**config.mk**
```make
export PLATFORM = sky130hd
export DESIGN_NAME = power_db
export DESIGN_NICKNAME = d
export VERILOG_FILES = /design/src/rtl/power_db.sv
export SDC_FILE = /design/constraint.sdc
export NUM_CORES = 1
export LEC_CHECK = 0
export BUFFER_PORTS_ARGS = -buffer_cell sky130_fd_sc_hd__buf_2
export CAP_MARGIN = 10
export CELL_PAD_IN_SITES_DETAIL_PLACEMENT = 1
export CELL_PAD_IN_SITES_GLOBAL_PLACEMENT = 1
export CORE_ASPECT_RATIO = 0.8
export CORE_MARGIN = 2
export CORE_UTILIZATION = 51
export CTS_CLUSTER_DIAMETER = 120
export DETAILED_ROUTE_END_ITERATION = 7
export PLACE_DENSITY = 0.92
export SYNTH_ARGS = -nofsm -noshare
export SYNTH_HDL_FRONTEND = slang
export SYNTH_SLANG_ARGS = --single-unit
export TNS_END_PERCENT = 20
```
**constraint.sdc**
```tcl
create_clock -name clk -period 19.95 [get_ports clk]
set_input_delay 3.99 -clock clk [delete_from_list [all_inputs] [get_ports clk]]
set_output_delay 3.99 -clock clk [all_outputs]
set_load 0.01 [all_outputs]
```
**src/rtl/power_db.sv**
```systemverilog
// power_db: converts an unsigned power sample (re^2 + im^2) into dB.
// The result is 10*log10(power_in) in unsigned Q8.FRAC_BITS format.
// log2 is computed as an integer part (MSB position k) plus FRAC_BITS
// fractional bits, one per cycle, by repeated squaring of the normalised
// mantissa. The log2 value is then scaled by 10*log10(2).
//
// Ports:
//   clk        clock, rising edge
//   rstn       asynchronous active-low reset
//   power_in   unsigned power sample, 2*IN_WIDTH bits
//   valid_in   power_in qualifier, taken only while ready_out is high
//   ready_out  high while idle
//   db_out     Q8.FRAC_BITS result, held until the next valid_out
//   zero_out   set with valid_out when the sample was 0
//   valid_out  one-cycle result strobe, FRAC_BITS+2 edges after acceptance
//   drop_cnt   (POWER_DB_DROP_CNT_EN only) saturating count of cycles with
//              valid_in high while busy
//
// Optional feature macro: POWER_DB_DROP_CNT_EN
//
// state | meaning
// IDLE  | waiting for a sample, ready_out high
// NORM  | locate MSB, normalise mantissa to Q1.15
// ITER  | one squaring step per cycle, FRAC_BITS steps
// SCALE | multiply by 10*log10(2), publish result
module power_db #(
  parameter int IN_WIDTH  = 16,
  parameter int FRAC_BITS = 8
) (
  input  logic                   clk,
  input  logic                   rstn,
  input  logic [2*IN_WIDTH-1:0]  power_in,
  input  logic                   valid_in,
  output logic                   ready_out,
  output logic [8+FRAC_BITS-1:0] db_out,
  output logic                   zero_out,
  output logic                   valid_out
`ifdef POWER_DB_DROP_CNT_EN
  ,
  output logic [15:0]            drop_cnt
`endif
);

  localparam int PW      = 2 * IN_WIDTH;
  localparam int KW      = $clog2(PW);
  localparam int CW      = $clog2(FRAC_BITS + 1);
  localparam int LW      = KW + FRAC_BITS;
  localparam int DW      = 8 + FRAC_BITS;
  localparam int PRODW   = LW + DW + 17;
  localparam int SCALE_K = 49321;  // 10*log10(2) in Q2.14
  localparam int ROUND_K = 8192;   // half LSB before the >>14

  typedef enum logic [1:0] {S_IDLE, S_NORM, S_ITER, S_SCALE} state_t;

  state_t          state_q, state_d;
  logic [PW-1:0]   sample_q;
  logic [KW-1:0]   k_q;
  logic [15:0]     m_q;
  logic [FRAC_BITS-1:0] frac_q;
  logic [CW-1:0]   cnt_q;
  logic            zero_q;
  logic [DW-1:0]   db_q;
  logic            zero_out_q;
  logic            valid_q;
  logic            accept;

  logic [KW-1:0]   k_norm;
  logic [KW-1:0]   sh;
  logic [PW-1:0]   shifted;
  logic [15:0]     m_norm;
  logic [31:0]     sq;
  logic [LW-1:0]   l_val;
  logic [PRODW-1:0] prod;
  logic [DW-1:0]   db_scaled;
  logic            unused_bits;

  // State register
  always_ff @(posedge clk or negedge rstn) begin
    if (!rstn) state_q <= S_IDLE;
    else       state_q <= state_d;
  end

  // Next-state logic. A zero sample skips the squaring but still waits out
  // the same number of cycles in SCALE so result latency is fixed.
  always_comb begin
    state_d = state_q;
    case (state_q)
      S_IDLE:  if (valid_in) state_d = S_NORM;
      S_NORM:  state_d = (sample_q == '0) ? S_SCALE : S_ITER;
      S_ITER:  if (cnt_q == '0) state_d = S_SCALE;
      S_SCALE: if (cnt_q == '0) state_d = S_IDLE;
      default: state_d = S_IDLE;
    endcase
  end

  // Output logic
  always_comb begin
    ready_out = (state_q == S_IDLE);
    accept    = ready_out && valid_in;
    db_out    = db_q;
    zero_out  = zero_out_q;
    valid_out = valid_q;
  end

  // MSB locator and mantissa normalisation
  always_comb begin
    k_norm = '0;
    for (int i = 0; i < PW; i++) begin
      if (sample_q[i]) k_norm = KW'(i);
    end
    sh      = KW'(PW - 1) - k_norm;
    shifted = sample_q << sh;
    m_norm  = shifted[PW-1 -: 16];
  end

  // The only 16x16 multiplier for the squaring loop
  assign sq = {16'b0, m_q} * {16'b0, m_q};

  assign l_val     = {k_q, frac_q};
  assign prod      = PRODW'(l_val) * PRODW'(SCALE_K) + PRODW'(ROUND_K);
  assign db_scaled = prod[DW+13:14];

  assign unused_bits = ^{sq[14:0], prod[13:0], prod[PRODW-1:DW+14], shifted[PW-17:0]};

  always_ff @(posedge clk or negedge rstn) begin
    if (!rstn) begin
      sample_q   <= '0;
      k_q        <= '0;
      m_q        <= '0;
      frac_q     <= '0;
      cnt_q      <= '0;
      zero_q     <= 1'b0;
      db_q       <= '0;
      zero_out_q <= 1'b0;
      valid_q    <= 1'b0;
    end else begin
      valid_q <= 1'b0;
      case (state_q)
        S_IDLE: begin
          if (accept) sample_q <= power_in;
        end
        S_NORM: begin
          k_q    <= k_norm;
          m_q    <= m_norm;
          frac_q <= '0;
          zero_q <= (sample_q == '0);
          cnt_q  <= (sample_q == '0) ? CW'(FRAC_BITS) : CW'(FRAC_BITS - 1);
        end
        S_ITER: begin
          // p >= 2.0 means the next log2 bit is 1; renormalise into [1,2)
          m_q    <= sq[31] ? sq[31:16] : sq[30:15];
          frac_q <= FRAC_BITS'({frac_q, sq[31]});
          if (cnt_q != '0) cnt_q <= cnt_q - CW'(1);
        end
        S_SCALE: begin
          if (cnt_q != '0) begin
            cnt_q <= cnt_q - CW'(1);
          end else begin
            valid_q    <= 1'b1;
            zero_out_q <= zero_q;
            db_q       <= zero_q ? '0 : db_scaled;
          end
        end
        default: ;
      endcase
    end
  end

`ifdef POWER_DB_DROP_CNT_EN
  logic [15:0] drop_q;

  always_ff @(posedge clk or negedge rstn) begin
    if (!rstn)                                        drop_q <= '0;
    else if (valid_in && !ready_out && drop_q != '1)  drop_q <= drop_q + 16'd1;
  end

  assign drop_cnt = drop_q;
`endif

endmodule
```
==> flow_metrics.env, run 1 <==
export IMPL_post_drt_wl_per_cell_um=21.9
export IMPL_drv_slew=0
export IMPL_antenna_found_initial=0
export IMPL_synth_cell_types=86
export IMPL_drc=0
export IMPL_grt_first_pass_wirelength_mm=77.7
export IMPL_synth_edf_count=0
export IMPL_dp_hpwl_mm=38.5
export IMPL_diodes=0
export IMPL_slew_headroom=0.289
export IMPL_fin_crit_sh=0.397
export IMPL_min_period_ps=7920
export IMPL_post_cts_setup_buffers=0
export IMPL_start_kind="register"
export IMPL_layout_commonest_cell="inv_1"
export IMPL_syn_area_sq_um=15400
export IMPL_placed_area_sq_um=16000
export IMPL_wirelength_mm=47.0
export IMPL_dieArea_sq_um=31600
export IMPL_portBuffers=53
export IMPL_cp_arrival_ps=8150
export IMPL_tns_ps=0
export IMPL_cp_required_ps=20170
export IMPL_setup_violations_final=0
export IMPL_cts_tree="built"
export IMPL_cts_resized=0
export IMPL_reg2reg_depth=23
export IMPL_h_tree_depth=3
export IMPL_area_growth_syn_to_layout_pct=5.91
export IMPL_place_congestion=0.959
export IMPL_clock_skew_ps=12.3
export IMPL_insertion_delay_ps=370
export IMPL_die_h_um=160
export IMPL_fillCellCount=3443
export IMPL_end_kind="register"
export IMPL_rows=56
export IMPL_max_freq_mhz=126
export IMPL_status="finished clean"
export IMPL_ff2ff_setup_slack_ps=12030
export IMPL_rsz0062_at_grt="no"
export IMPL_grt_max_degree=51
export IMPL_critPathKind="reg -> reg"
export IMPL_worst_pin_slew_ps=1070
export IMPL_grt_ovfl_total=0
export IMPL_hold_viol=0
export IMPL_cts_buffers=9
export IMPL_ys_flop_type="dfrtp_1"
export IMPL_hp_class="reg -> reg"
export IMPL_maxCapViolations=0
export IMPL_via_count=13000
export IMPL_fp_coreArea_sq_um=29500
export IMPL_firstDrtPassIters=6
export IMPL_cts_root_buffer="clkbuf_16"
export IMPL_avgSynthCellArea_sq_um=8.87
export IMPL_ant_nets=0
export IMPL_initial_core_util=0.523
export IMPL_grt_pass1_vias=14600
export IMPL_hold_path_depth=2
export IMPL_cts_clk_slew_worst_paths_ps=70
export IMPL_layout_common_cells="inv_1 (322), ha_1 (215), fa_1 (190)"
export IMPL_fin_nets=2178
export IMPL_async_flop_share=1.00
export IMPL_clockBufferDepth=2
export IMPL_grtUsageTotal=0.311
export IMPL_cts_sinks=86
export IMPL_viasPerCell=6.06
export IMPL_io_pins=54
export IMPL_synth_cells=1737
export IMPL_synth_warnings=0
export IMPL_synth_seq_area_share=0.140
export IMPL_ys_ff_latch=86
export IMPL_path_max_fanout=30
export IMPL_holdBufCountCts=0
export IMPL_design_area_sq_um=16300
export IMPL_synth_nets=2177
export IMPL_drive_above_1_share=0.0821
export IMPL_die_x_um=198
export IMPL_drt_iter0_drc=1031
synthesized netlist by cell type (30+ instances only):
cell type,number,area (sq um)
and2_1,53,332
clkbuf_1,60,225
nor2_1,96,360
mux2_2,42,473
o21ai_0,79,395
a21oi_1,54,270
inv_1,322,1210
nor3_1,30,150
dfrtp_1,86,2150
fa_1,190,3800
ha_1,215,2690
nand3_1,43,215
nand2_1,146,548
worst max-delay path, stage by stage (launching register included):
cell       delay, ps
dfrtp_1          660
inv_1            270
nor2_1           310
fa_1             480
inv_1             90
fa_1             440
fa_1             520
inv_1             60
fa_1             540
inv_1             50
fa_1             450
fa_1             500
inv_1             50
ha_1             300
a2111oi_0        520
o211ai_1         390
a21oi_1          390
nor3_1           160
o21ai_0          480
xnor2_2          170
buf_4            340
nor2_1            70
o311ai_0         320
o221ai_1         170
per-layer routing:
metal,routed length (um),GRT usage,share of wire
met1,19300,0.396,0.41
met2,23500,0.541,0.50
met3,3000,0.0557,0.064
met4,1240,0.0875,0.026
met5,0,0,0
worst paths after layout:
kind                                start            to
worst max-delay path               m_q[4]        m_q[3]
worst max register to register     m_q[4]        m_q[3]
min in group asynchronous            rstn  sample_q[28]
worst min register to register  db_out[5]     db_out[5]
worst min-delay path            db_out[5]     db_out[5]
max in group asynchronous            rstn     db_out[0]
flip-flops by register name, summed over array words and instances, names as in the netlist:
signal and flops:
valid_out 1, m_q 16, frac_q 8, state_q 2, db_out 16, sample_q 32
cnt_q 4, k_q 5, zero_q 1, zero_out 1
stage by stage:
| stage | utilization | hold WS [ps] | cells | worst slack [ps] |
|---|---|---|---|---|
| final | 0.553 | 474 | 2148 | 12030 |
| after global routing | 0.553 | 504 | 2148 | 11610 |
| after CTS | 0.553 | 482 | 2147 | 11620 |
| after detailed placement | 0.541 | 467 | 2132 | 11830 |
| after global placement | 0.541 | 456 | 2132 | 12550 |
| after floorplan | - | 473 | 1737 | 13330 |
cell type report:
| class | instances | area (sq um) | area share |
|---|---|---|---|
| Inverter | 323 | 1210 | 0.0743 |
| Multi-Input combinational cell | 1255 | 11800 | 0.721 |
| Timing Repair Buffer | 63 | 340 | 0.0208 |
| Sequential cell | 86 | 2150 | 0.132 |
| Clock buffer | 10 | 239 | 0.0146 |
| Clock inverter | 5 | 108 | 0.00659 |
| Tap cell | 406 | 508 | 0.0311 |
kinds of logic after synthesis:
group,after synthesis,share of synthesized area
buf+inv,396,0.0976
flops,86,0.140
compound gates,315,0.140
simple gates,433,0.133
fa+ha+maj,405,0.421
xor+xnor,36,0.0205
mux,66,0.0482
Power of run 1 is left out: the tool's default activity adds up to more than one toggle a clock period on the data nets, which glitch-free logic cannot reach.
==> run 2, diff against run 1 <==
- ABC_AREA: unset -> 1
- CORE_UTILIZATION: 51 -> 49
- PLACE_DENSITY: 0.92 -> 0.91
- clock period: 19.95 -> 7.95 ns (I/O delays scaled with it)
==> run 2 against run 1 <==
  * Critical path depth rose by 1
  * Design area fell by 3.1%
  * Clock-buffer cell count increased by 1
  * Flip-flop and latch count unchanged
  * Die area increased by 1.2%
  * Non-clock buffer count decreased by 4
  * Worst setup slack worse by 11000 ps
  * Synthesized cell count grew 11%
  * Maximum frequency grew 9.7%
==> flow_metrics.env, run 2 <==
export IMPL_fp_coreArea_sq_um=30200
export IMPL_cpPeakStageDelay_ps=870
export IMPL_top_register="sample_q"
export IMPL_start_kind="register"
export IMPL_synth_compound_area_frac=0.0799
export IMPL_ant_nets=0
export IMPL_crit_top_cell="fa_1"
export IMPL_synth_top_family_by_area="adder cells"
export IMPL_cts_clk_slew_worst_paths_ps=70
export IMPL_status="finished clean"
export IMPL_grtUsageTotal=0.290
export IMPL_tns_ps=0
export IMPL_clock_skew_ps=10.4
export IMPL_cts_root_buffer="clkbuf_16"
export IMPL_post_cts_setup_buffers=0
export IMPL_synth_largest_area_cell="fa_1"
export IMPL_die_h_um=160
export IMPL_insertion_delay_ps=360
export IMPL_slew_headroom=0.228
export IMPL_max_freq_mhz=138
export IMPL_path_max_fanout=17
export IMPL_min_delay_start="db_out[11]"
export IMPL_via_count=12900
export IMPL_syn_area_sq_um=15000
export IMPL_synth_area_leaders="fa_1 (25%), ha_1 (18%), dfrtp_1 (14%), inv_1 (11%), nand2_1 (8.9%)"
export IMPL_io_pins=54
export IMPL_synth_warnings=0
export IMPL_rows=57
export IMPL_crit_reg2reg_launch="m_q[9]"
export IMPL_dp_hpwl_mm=36.0
export IMPL_synth_seq_area_share=0.144
export IMPL_slowest_stage="dfrtp_1"
export IMPL_synth_simple_area_share=0.193
export IMPL_avgSynthCellArea_sq_um=7.76
export IMPL_crit_chain="nand2_1 > fa_1 > fa_1 > fa_1 > inv_1 > fa_1 > inv_1 > fa_1 > fa_1 > inv_1 > ha_1 > a21oi_1 > nand2_1 > nand3_1 > nand2_1 > nand4_1 > o311ai_0 > or2_2 > nand2_2 > nor2_2 > inv_1 > o21ai_0 > a31oi_1 > a21oi_1"
export IMPL_clockBufferDepth=2
export IMPL_critPathBufInv=4
export IMPL_hold_viol=0
export IMPL_cp_startpoint="m_q[9]"
export IMPL_ys_flop_type="dfrtp_1"
export IMPL_grt_first_pass_wirelength_mm=73.8
export IMPL_worst_pin_slew_ps=1150
export IMPL_fin_crit_sh=0.908
export IMPL_layout_commonest_cell="inv_1"
export IMPL_dieArea_sq_um=32000
export IMPL_cp_top_family="adder cells"
export IMPL_setup_violations_final=0
export IMPL_synth_most_common_cell="inv_1"
export IMPL_drc=0
export IMPL_viasPerCell=5.51
export IMPL_drt_iter0_drc=661
export IMPL_largest_register_ffs=32
export IMPL_cts_sinks=86
export IMPL_min_period_ps=7220
export IMPL_async_flop_share=1.00
export IMPL_synth_cell_types=46
export IMPL_ys_top_cells_by_count="inv_1 (458), nand2_1 (354), ha_1 (215), fa_1 (190), nand3_1 (189)"
export IMPL_hp_class="reg -> reg"
export IMPL_ys_ff_latch=86
export IMPL_synth_cells=1932
export IMPL_synth_fa_ha_area_frac=0.433
export IMPL_wirelength_mm=44.0
export IMPL_drive_above_1_share=0.0558
export IMPL_yosys_area_top_type_share=0.254
export IMPL_holdBufCountCts=0
export IMPL_cp_arrival_ps=7450
export IMPL_critPathKind="reg -> reg"
export IMPL_drv_slew=0
export IMPL_h_tree_depth=3
export IMPL_synth_nets=2372
export IMPL_synth_xor_area_share=0.0140
export IMPL_place_congestion=0.903
export IMPL_firstDrtPassIters=5
export IMPL_portBuffers=53
export IMPL_end_kind="register"
export IMPL_cp_required_ps=8180
export IMPL_rsz0062_at_grt="no"
export IMPL_grt_ovfl_total=0
export IMPL_layout_common_cells="inv_1 (458), nand2_1 (353), ha_1 (215)"
export IMPL_antenna_found_initial=0
export IMPL_placed_area_sq_um=15500
export IMPL_diodes=0
export IMPL_maxCapViolations=0
export IMPL_synthMuxAreaShare=0.00150
export IMPL_post_drt_wl_per_cell_um=18.7
export IMPL_design_area_sq_um=15800
export IMPL_fin_nets=2374
export IMPL_cts_buffers=9
export IMPL_cts_tree="built"
export IMPL_grt_pass1_vias=14700
export IMPL_grt_max_degree=64
export IMPL_cts_resized=0
export IMPL_area_growth_syn_to_layout_pct=5.52
export IMPL_fillCellCount=3859
export IMPL_initial_core_util=0.496
export IMPL_synth_edf_count=0
export IMPL_die_x_um=200
==> run 2: cell count changes in the layout (fill, tap and decap cells not counted), sizes merged, moves of 22 or more <==
cell   change
nand3    +154
a21oi     +37
mux2      -41
and2      -53
mux2i     -22
nor3      -28
o21ai     -22
nand2    +210
inv      +139
==> run 2: logic make-up (layout without fill, tap and decap cells) <==
kind of cell | count (synthesis) | count (layout)
flops | 86 | 86
xor+xnor | 24 | 24
mux | 2 | 2
simple gates | 680 | 680
compound gates | 205 | 205
buf+inv | 530 | 534
fa+ha+maj | 405 | 405
==> run 2: layout make-up <==
cell class,instances,area [sq um],share of cell area
multi-input combinational,1316,10800,0.684
sequential,86,2150,0.136
inverter,462,1730,0.110
tap,413,517,0.0327
timing repair buffer,59,313,0.0198
clock buffer,11,243,0.0153
clock inverter,2,35.0,0.00221
==> run 2: final timing paths <==
kind	end	slack [ps]	depth (start not counted)
min reg2reg	db_out[11]	490	2
max	m_q[13]	730	24
min in group asynchronous	sample_q[22]	1150	1
min	db_out[11]	490	2
max reg2reg	m_q[13]	730	24
max in group asynchronous	db_out[3]	5660	2
==> run 2: metal layers <==
layer	up-vias	share of wire	GRT usage	routed length, um
li1	5986	-	-	-
met1	6502	0.41	0.360	18200
met2	328	0.52	0.520	22800
met4	0	0.030	0.0946	1330
met5	-	0	0	0
met3	119	0.038	0.0384	1660
==> run 2: through the flow <==
| stage | hold slack (ps) | std cells | util | worst slack [ps] |
|---|---|---|---|---|
| after floorplan | 450 | 1932 | - | 1850 |
| after global placement | 464 | 2336 | 0.514 | 1240 |
| after detailed placement | 475 | 2336 | 0.514 | 853 |
| after CTS | 490 | 2349 | 0.523 | 776 |
| after global routing | 513 | 2349 | 0.523 | 469 |
| final | 490 | 2349 | 0.523 | 730 |
==> run 2: worst register-to-register path: stages, from the launching register on <==
cell	delay, ps
dfrtp_1	870
nand2_1	280
fa_1	580
fa_1	540
fa_1	570
inv_1	90
fa_1	560
inv_1	60
fa_1	450
fa_1	500
inv_1	50
ha_1	300
a21oi_1	150
nand2_1	170
nand3_1	160
nand2_1	160
nand4_1	110
o311ai_0	160
or2_2	330
nand2_2	210
nor2_2	110
inv_1	230
o21ai_0	130
a31oi_1	250
a21oi_1	90
Power of run 2 is left out for the same reason.
==> run 3, diff against run 2 <==
- CORE_MARGIN: 2 -> 3
==> run 3 against run 2 <==
  * Wire length is 2.4% higher
  * Critical path depth increased by 3
  * First-iteration DRC count is 10% lower
  * Flip-flop and latch count unchanged
  * Design area fell by 0.16%
  * Cell count down 0.21%
  * Worst setup slack better by 290 ps
==> flow_metrics.env, run 3 (synthesis results as in run 2) <==
export IMPL_status="finished clean"
export IMPL_cts_tree="built"
export IMPL_fp_coreArea_sq_um=29700
export IMPL_layout_commonest_cell="inv_1"
export IMPL_tns_ps=0
export IMPL_end_kind="register"
export IMPL_rsz0062_at_grt="no"
export IMPL_ff2ff_setup_slack_ps=1010
export IMPL_cp_required_ps=8180
export IMPL_post_drt_wl_per_cell_um=19.2
export IMPL_cts_root_buffer="clkbuf_16"
export IMPL_rows=56
export IMPL_reg2reg_depth=27
export IMPL_drive_above_1_share=0.0562
export IMPL_post_cts_setup_buffers=0
export IMPL_grtUsageMet1=0.345
export IMPL_h_tree_depth=3
export IMPL_cts_resized=0
export IMPL_grt_max_degree=78
export IMPL_grt_busiest_layer="met2"
export IMPL_fillCellCount=3788
export IMPL_grtUsageTotal=0.286
export IMPL_min_delay_start="db_out[15]"
export IMPL_setup_violations_final=0
export IMPL_hold_viol=0
export IMPL_layout_common_cells="inv_1 (458), nand2_1 (353), ha_1 (215)"
export IMPL_global_route_usage_met3=0.0454
export IMPL_hold_path_depth=2
export IMPL_insertion_delay_ps=360
export IMPL_fin_ws_ps=1010
export IMPL_cts_clk_slew_worst_paths_ps=70
export IMPL_clock_skew_ps=9.04
export IMPL_top_register="sample_q"
export IMPL_drv_slew=0
export IMPL_ant_nets=0
export IMPL_dieArea_sq_um=32800
export IMPL_cp_arrival_ps=7170
export IMPL_slew_headroom=0.253
export IMPL_critPathKind="reg -> reg"
export IMPL_crit_reg2reg_launch="m_q[5]"
export IMPL_die_x_um=202
export IMPL_viasPerCell=5.51
export IMPL_portBuffers=53
export IMPL_place_ws_ps=1090
export IMPL_critPathBufInv=5
export IMPL_min_period_ps=6940
export IMPL_cts_buffers=9
export IMPL_crit_cells=27
export IMPL_via_count=12900
export IMPL_worst_pin_slew_ps=1120
export IMPL_grt_ovfl_total=0
export IMPL_drt_iter0_drc=595
export IMPL_area_growth_syn_to_layout_pct=5.36
export IMPL_dp_hpwl_mm=35.8
export IMPL_antenna_found_initial=0
export IMPL_wirelength_mm=45.0
export IMPL_drc=0
export IMPL_grt_first_pass_wirelength_mm=75.5
export IMPL_fin_crit_sh=0.872
export IMPL_cp_top_family="adder cells"
export IMPL_r2r_end="m_q[12]"
export IMPL_grt_use_met2=0.518
export IMPL_cpPeakStageDelay_ps=700
export IMPL_grt_pass1_vias=15000
export IMPL_min_to="db_out[15]"
export IMPL_die_h_um=162
export IMPL_holdBufCountCts=0
export IMPL_clockBufferDepth=2
export IMPL_firstDrtPassIters=5
export IMPL_max_freq_mhz=144
export IMPL_place_congestion=0.889
export IMPL_maxCapViolations=0
export IMPL_diodes=0
export IMPL_io_pins=54
export IMPL_start_kind="register"
export IMPL_hp_class="reg -> reg"
export IMPL_cts_sinks=86
export IMPL_path_max_fanout=15
export IMPL_largest_register_ffs=32
export IMPL_slowest_stage="dfrtp_1"
export IMPL_initial_core_util=0.505
export IMPL_fin_nets=2373
## run 3: changes by cell type in the layout (fill, tap and decap cells not counted), sizes merged
| cell | delta |
|---|---|
| clkinvlp | +1 |
| bufinv | -1 |
| clkinv | +2 |
| buf | -1 |
| clkbuf | +1 |
## run 3: worst reg2reg max path, stage by stage (launching register included)
cell      delay [ps]
dfrtp_1          700
nand2_1          220
inv_1             80
fa_1             530
inv_1             80
fa_1             560
inv_1             50
ha_1             200
fa_1             530
inv_1             60
fa_1             540
inv_1             60
fa_1             470
ha_1             320
o21ai_0           90
nand2_1          120
nand3_1           80
nand2_1          100
a21oi_1           80
o21ai_0          540
a21o_1           260
a21oi_1          110
o21ai_0          300
nand3_1          150
nand2_1           90
nand2_1           70
a311oi_1         310
a21oi_1          110
## run 3: worst max path at each step
| stage | from | end | slack, ps |
|---|---|---|---|
| after global routing | m_q[6] | m_q[12] | 660 |
| after floorplan | m_q[13] | m_q[1] | 1850 |
| after detailed placement | m_q[9] | m_q[13] | 1090 |
| after CTS | m_q[9] | m_q[13] | 1110 |
| final | m_q[5] | m_q[12] | 1010 |
| after global placement | m_q[13] | m_q[5] | 1330 |
## run 3: layer usage
| layer | up-vias | routed length, um | share of wire |
|---|---|---|---|
| met3 | 145 | 1930 | 0.043 |
| li1 | 5994 | - | - |
| met2 | 349 | 23000 | 0.51 |
| met4 | 0 | 1700 | 0.038 |
| met5 | - | 0 | 0 |
| met1 | 6422 | 18400 | 0.41 |
## run 3: area by class of cell
| class | instances | area [sq um] | area share |
|---|---|---|---|
| tap | 406 | 508 | 0.0322 |
| timing repair buffer | 58 | 305 | 0.0193 |
| inverter | 462 | 1730 | 0.110 |
| multi-input combinational | 1316 | 10800 | 0.686 |
| sequential | 86 | 2150 | 0.136 |
| clock inverter | 4 | 22.5 | 0.00143 |
| clock buffer | 12 | 246 | 0.0156 |
## run 3: metrics by stage
stage | instances | cell area [sq um] | util | hold WS, ps
after floorplan | 1932 | 15000 | - | 450
after global placement | 2328 | 15500 | 0.523 | 468
after detailed placement | 2328 | 15500 | 0.523 | 473
after CTS | 2344 | 15800 | 0.532 | 488
after global routing | 2344 | 15800 | 0.532 | 523
final | 2344 | 15800 | 0.532 | 483
Power of run 3 is left out for the same reason.
